===== src/rtl/rpc_cmd_pkg.sv =====
// Purpose: shared RPC DRAM command encodings, decoded-entry struct and field helpers.
// Latency: n/a (types and pure functions only).
// Backpressure: n/a.
package rpc_cmd_pkg;

  // 4-bit command enum shared with the PHY sequencer; all-zero value is RD.
  typedef enum logic [3:0] {
    CMD_RD      = 4'h0,
    CMD_WR      = 4'h1,
    CMD_ACT     = 4'h2,
    CMD_PRE     = 4'h3,
    CMD_MRS     = 4'h4,
    CMD_REF     = 4'h5,
    CMD_ZQC     = 4'h6,
    CMD_RESET   = 4'h7,
    CMD_INVALID = 4'hF
  } rpc_cmd_e;

  // Raw opcode field values, cmd[18:16].
  localparam logic [2:0] OP_RD  = 3'b000;
  localparam logic [2:0] OP_WR  = 3'b001;
  localparam logic [2:0] OP_MRS = 3'b010;
  localparam logic [2:0] OP_PRE = 3'b100;
  localparam logic [2:0] OP_ACT = 3'b101;
  localparam logic [2:0] OP_REF = 3'b110;
  localparam logic [2:0] OP_ZQC = 3'b001;

  // The RESET command is recognised only as this exact word.
  localparam logic [31:0] RESET_WORD = 32'h0000_0001;

  // Value of ref_bank_num for every command other than REF.
  localparam logic [3:0] REF_BANK_NONE = 4'd4;

  typedef struct packed {
    rpc_cmd_e    cmd;
    logic [5:0]  burst_length;
    logic [1:0]  zqc_mode;
    logic [3:0]  ref_bank_num;
  } rpc_cmd_dec_t;

  // Number of banks selected by the 4-bit REF bank mask (0..4).
  function automatic logic [3:0] popcount4(input logic [3:0] v);
    return {3'b000, v[0]} + {3'b000, v[1]} + {3'b000, v[2]} + {3'b000, v[3]};
  endfunction

endpackage


===== src/rtl/rpc_cmd_decoder.sv =====
// Purpose: combinational decode of one 32-bit raw RPC command word into rpc_cmd_dec_t.
// Latency: 0 cycles (pure combinational).
// Backpressure: none; caller owns the handshake.
module rpc_cmd_decoder
  import rpc_cmd_pkg::*;
(
  input  logic [31:0]  cmd,
  output rpc_cmd_dec_t dec
);

  logic [2:0] op;
  assign op = cmd[18:16];

  // Classify the word, then fill only the fields that belong to its command.
  always_comb begin
    dec              = '0;
    dec.cmd          = CMD_INVALID;
    dec.ref_bank_num = REF_BANK_NONE;

    if (cmd == RESET_WORD) begin
      dec.cmd = CMD_RESET;
    end else if (!cmd[0]) begin
      case (op)
        OP_RD:   dec.cmd = CMD_RD;
        OP_WR:   dec.cmd = CMD_WR;
        OP_MRS:  dec.cmd = CMD_MRS;
        OP_PRE:  dec.cmd = CMD_PRE;
        OP_ACT:  dec.cmd = CMD_ACT;
        OP_REF:  dec.cmd = CMD_REF;
        default: dec.cmd = CMD_INVALID;
      endcase
    end else if (op == OP_ZQC) begin
      dec.cmd = CMD_ZQC;
    end

    case (dec.cmd)
      CMD_RD, CMD_WR: dec.burst_length = cmd[26:21];
      CMD_REF:        dec.ref_bank_num = popcount4(cmd[25:22]);
      CMD_ZQC:        dec.zqc_mode     = cmd[31:30];
      default:        dec.burst_length = 6'd0;
    endcase
  end

endmodule


===== src/rtl/rpc_cmd_decode_queue.sv =====
// Purpose: decode raw RPC command words and queue decoded entries toward the PHY sequencer; count invalid words.
// Latency: 1 cycle from accept to dec_valid when the queue is empty (no fall-through).
// Backpressure: cmd_ready follows registered occupancy only (fill < FIFO_DEPTH); no path from dec_ready_i.
module rpc_cmd_decode_queue
  import rpc_cmd_pkg::*;
#(
  parameter int DRAM_CMD_WIDTH = 32,
  parameter int FIFO_DEPTH     = 4,
  parameter int ERR_CNT_WIDTH  = 8,
  parameter int DROP_INVALID   = 1
) (
  input  logic                             clk_i,
  input  logic                             rst_ni,
  input  logic                             cmd_valid_i,
  output logic                             cmd_ready_o,
  input  logic [DRAM_CMD_WIDTH-1:0]        cmd_i,
  output logic                             dec_valid_o,
  input  logic                             dec_ready_i,
  output rpc_cmd_dec_t                     dec_o,
  output logic [$clog2(FIFO_DEPTH+1)-1:0]  fill_o,
  output logic [ERR_CNT_WIDTH-1:0]         err_cnt_o,
  input  logic                             err_clr_i
);

  localparam int FILL_W = $clog2(FIFO_DEPTH + 1);
  // A one-entry queue still needs a 1-bit pointer; it simply never leaves 0.
  localparam int PTR_W  = (FIFO_DEPTH > 1) ? $clog2(FIFO_DEPTH) : 1;
  localparam logic [PTR_W-1:0]         PTR_LAST = PTR_W'(FIFO_DEPTH - 1);
  localparam logic [FILL_W-1:0]        FILL_MAX = FILL_W'(FIFO_DEPTH);
  localparam logic [ERR_CNT_WIDTH-1:0] ERR_MAX  = '1;

  rpc_cmd_dec_t        dec_new;
  rpc_cmd_dec_t        mem_q [FIFO_DEPTH];
  logic [PTR_W-1:0]    wr_ptr_q, rd_ptr_q;
  logic [FILL_W-1:0]   fill_q;
  logic [ERR_CNT_WIDTH-1:0] err_cnt_q;

  logic accept, is_invalid, push, pop;

  rpc_cmd_decoder u_decoder (
    .cmd (cmd_i),
    .dec (dec_new)
  );

  function automatic logic [PTR_W-1:0] ptr_next(input logic [PTR_W-1:0] p);
    return (p == PTR_LAST) ? '0 : p + 1'b1;
  endfunction

  assign cmd_ready_o = (fill_q < FILL_MAX);
  assign dec_valid_o = (fill_q != '0);
  // Gate the head so stale or never-written slots are not visible while empty.
  assign dec_o       = dec_valid_o ? mem_q[rd_ptr_q] : '0;
  assign fill_o      = fill_q;
  assign err_cnt_o   = err_cnt_q;

  assign accept     = cmd_valid_i && cmd_ready_o;
  assign is_invalid = (dec_new.cmd == CMD_INVALID);
  // Dropped invalid words are still accepted and counted, they just never occupy a slot.
  assign push       = accept && !((DROP_INVALID != 0) && is_invalid);
  assign pop        = dec_valid_o && dec_ready_i;

  // Queue pointers and occupancy; push and pop in the same cycle leave fill unchanged.
  always_ff @(posedge clk_i) begin
    if (!rst_ni) begin
      wr_ptr_q <= '0;
      rd_ptr_q <= '0;
      fill_q   <= '0;
    end else begin
      if (push) wr_ptr_q <= ptr_next(wr_ptr_q);
      if (pop)  rd_ptr_q <= ptr_next(rd_ptr_q);
      case ({push, pop})
        2'b10:   fill_q <= fill_q + 1'b1;
        2'b01:   fill_q <= fill_q - 1'b1;
        default: fill_q <= fill_q;
      endcase
    end
  end

  // Entry storage: written only on push, so no reset is needed.
  always_ff @(posedge clk_i) begin
    if (push) mem_q[wr_ptr_q] <= dec_new;
  end

  // Saturating invalid-word counter; a clear coinciding with an invalid accept counts that word.
  always_ff @(posedge clk_i) begin
    if (!rst_ni) begin
      err_cnt_q <= '0;
    end else if (err_clr_i) begin
      err_cnt_q <= (accept && is_invalid) ? ERR_CNT_WIDTH'(1) : '0;
    end else if (accept && is_invalid && (err_cnt_q != ERR_MAX)) begin
      err_cnt_q <= err_cnt_q + 1'b1;
    end
  end

endmodule


===== config.mk =====
export PLATFORM = sky130hd
export DESIGN_NAME = rpc_cmd_decode_queue
export DESIGN_NICKNAME = d
export VERILOG_FILES = /design/src/rtl/rpc_cmd_pkg.sv /design/src/rtl/rpc_cmd_decoder.sv /design/src/rtl/rpc_cmd_decode_queue.sv
export SDC_FILE = /design/constraint.sdc
export NUM_CORES = 1
export LEC_CHECK = 0
export ABC_AREA = 1
export CORE_ASPECT_RATIO = 1.5
export CORE_UTILIZATION = 30
export DETAILED_ROUTE_END_ITERATION = 10
export GPL_TIMING_DRIVEN = 0
export MAX_ROUTING_LAYER = met4
export PLACE_DENSITY_LB_ADDON = 0.3
export SLEW_MARGIN = 0
export SYNTH_ARGS = -nofsm -noshare
export SYNTH_HDL_FRONTEND = slang
export SYNTH_SLANG_ARGS = --single-unit
export TNS_END_PERCENT = 50

===== constraint.sdc =====
create_clock -name clk_i -period 3.1 [get_ports clk_i]
set_clock_uncertainty 0.05 [all_clocks]
set_input_delay 0.31 -clock clk_i [delete_from_list [all_inputs] [get_ports clk_i]]
set_output_delay 0.31 -clock clk_i [all_outputs]
set_load 0.03 [all_outputs]

==> results.sh <==
export IMPL_core_um2=12100
export IMPL_rows=49
export IMPL_cts_buffer_depth=2
export IMPL_synth_simple_area_share_pct=21.5
export IMPL_overflow=0
export IMPL_hpwl_um=6630
export IMPL_cts_tree="done"
export IMPL_fp_dieArea_um2=12900
export IMPL_min_period_over_period_pct=93.9
export IMPL_synth_edf_count=60
export IMPL_slew_limit_headroom_pct=41.9
export IMPL_period_minus_slack_ns=2.91
export IMPL_synth_most_common_cell="nor2_1"
export IMPL_grt_pass1_wl_um=14200
export IMPL_synth_adder_area_share_pct=4.42
export IMPL_cp_required_ns=2.74
export IMPL_diodes=0
export IMPL_ys_types=30
export IMPL_hold_buffers=0
export IMPL_final_max_slew_violation_count=0
export IMPL_cap_violations=0
export IMPL_peakVddDrop_mv=0.308
export IMPL_final_setup_viol_count=0
export IMPL_place_ws_ns=0.0113
export IMPL_p_per_area_nw_per_um2=760
export IMPL_die_h_um=139
export IMPL_rsz0062_at_grt="false"
export IMPL_tightest_slew_ns=0.870
export IMPL_ant_nets=0
export IMPL_clk_latency_ns=0.33
export IMPL_synthCells=418
export IMPL_yosys_warnings=0
export IMPL_status="finished clean"
export IMPL_syn_avg_cell_area_um2=8.95
export IMPL_end_kind="primary output"
export IMPL_maxClockFrequency_ghz=0.344
export IMPL_grt_max_degree=16
export IMPL_crit_fanout=10
export IMPL_start_kind="flip-flop"
export IMPL_antenna_found_initial=0
export IMPL_dr_pass1_iters=5
export IMPL_clkSlewWorstSetupHoldPaths_ns=0.06
export IMPL_netlist_top_cells_count="nor2_1 (117), edfxtp_1 (60), inv_1 (56), nand2_1 (42), o21ai_0 (38)"
export IMPL_grt_pass1_vias=2914
export IMPL_netlist_area_um2=3740
export IMPL_ys_seq_elements=77
export IMPL_finalPower_mw=3.74
export IMPL_stdcell_area_um2=4920
export IMPL_hold_viol=0
export IMPL_nets=544
export IMPL_synth_xor_area_share_pct=0.234
export IMPL_start_util_pct=31.0
export IMPL_clock_sinks=77
export IMPL_wl_per_cell_um=13.6
export IMPL_hold_class="reg -> reg"
export IMPL_syn_nets=467
export IMPL_netlist_area_leader_share_pct=48.2
export IMPL_synth_largest_area_cell="edfxtp_1"
export IMPL_synth_mux_area_fraction_pct=0
export IMPL_yosysSeqAreaShare_pct=57.3
export IMPL_fin_ws_ns=0.190
export IMPL_area_growth_pct=31.5
export IMPL_drive_gt1_share_pct=6.80
export IMPL_cts_root_buf="clkbuf_16"
export IMPL_synthFlopType="edfxtp_1"
export IMPL_holdWs_ns=0.458
export IMPL_post_route_drc_count=0
export IMPL_synth_compound_area_share_pct=9.43
export IMPL_synthTopCellsByArea="edfxtp_1 (48%), nor2_1 (12%), dfxtp_1 (9.1%)"
export IMPL_crit_type="reg -> out"
export IMPL_vias=2958
export IMPL_numCtsBuffers=9
export IMPL_drt_iter0_markers=169
export IMPL_drt_vias_per_instance=4.53
export IMPL_synth_top_family_by_area="simple AND/OR/NAND/NOR gates"
export IMPL_h_tree_depth=3
export IMPL_die_w_um=93.2
export IMPL_grt_usage_pct=15.2
export IMPL_leakage_nw=1.91
export IMPL_portBuffers=64
export IMPL_place_area_um2=4600
export IMPL_wirelength_um=8890
export IMPL_worstPathArrival_ns=2.55
export IMPL_io_pins=66
export IMPL_ys_async_sr_fraction_pct=0
export IMPL_globalplace_congestion=0.843
kinds of logic after synthesis:
family                     count (synthesis)
AOI/OAI and AO/OA                         68
xor gates and xnor gates                   1
adders and majority gates                 12
buffers and inverters                     69
DFF                                       77
other                                      1
and+or+nand+nor                          190
registers in the layout, summed over array words and instances (netlist names), named ones only:
signal,count
mem_q,60
wr_ptr_q,2
err_cnt_o,8
fill_o,3
rd_ptr_q,2
path summary, 6_finish.rpt:
kind / start / to / slack (ns) / cells after the start
setup / recovery: flip-flop / dec_o[6] / 0.19 / 7
hold / removal: fill_o[0]$_SDFFE_PN0P_ / fill_o[0]$_SDFFE_PN0P_ / 0.46 / 1
setup reg to reg: fill_o[2]$_SDFFE_PN0P_ / mem_q[3][13]$_DFFE_PP_ / 0.75 / 4
hold reg to reg: fill_o[0]$_SDFFE_PN0P_ / fill_o[0]$_SDFFE_PN0P_ / 0.46 / 1
metal layers:
layer | global-route usage [%] | routed length (um)
met5 | - | 0
met4 | 8.66 | 208
met3 | 2.80 | 352
met2 | 26.5 | 4870
met1 | 15.6 | 3460
through the flow:
stage	cells	setup TNS [ns]	util, %
finish	653	0	40.7
global route	653	0	40.7
CTS	653	0	40.7
detailed placement	637	0	38.1
global placement	635	-11.93	37.9
floorplan	418	0	-
placed cells by master (no fill, tap or decap), drive strengths merged:
cell type and instances:
nor2 122, clkdlybuf4s50 63, edfxtp 60, inv 59, nand2 44, o21ai 41, a21oi 25, clkbuf 20
dfxtp 17, nand3 11, ha 10, nand4 6, nor3 4, buf 3, fa 2, clkinv 2
bufinv 2, o221ai 1, or2 1, o211a 1, and2 1, nand3b 1, xor2 1, conb 1
clkinvlp 1, dlymetal6s2s 1
critical path, cell delays in order (launching register included):
cell and delay [ns]:
dfxtp_1 0.31, clkbuf_1 0.28, inv_1 0.19, clkbuf_2 0.27, nor2_1 0.15, o21ai_0 0.09, a21oi_1 0.21, clkdlybuf4s50_1 0.71
power breakdown:
| group | internal, mW | leakage (nW) | switching, mW |
|---|---|---|---|
| Sequential | 1.18 | 0.698 | 0.0437 |
| Clock | 0.704 | 0.153 | 0.380 |
| Combinational | 0.508 | 1.06 | 0.917 |
layout make-up:
class | instances | area [um2]
multi-input combinational | 272 | 1340
fill | 1169 | 7160
buffer | 11 | 46.3
timing repair buffer | 66 | 666
tap | 153 | 191
inverter | 58 | 218
clock buffer | 10 | 229
sequential | 77 | 2140
clock inverter | 6 | 86.3
what timing repair did:
action | in CTS | in global routing
resized for setup | 0 | 3
setup buffers | 0 | 0
endpoints found under the setup margin | 0 | 9
(Power assumes the default switching activity.)
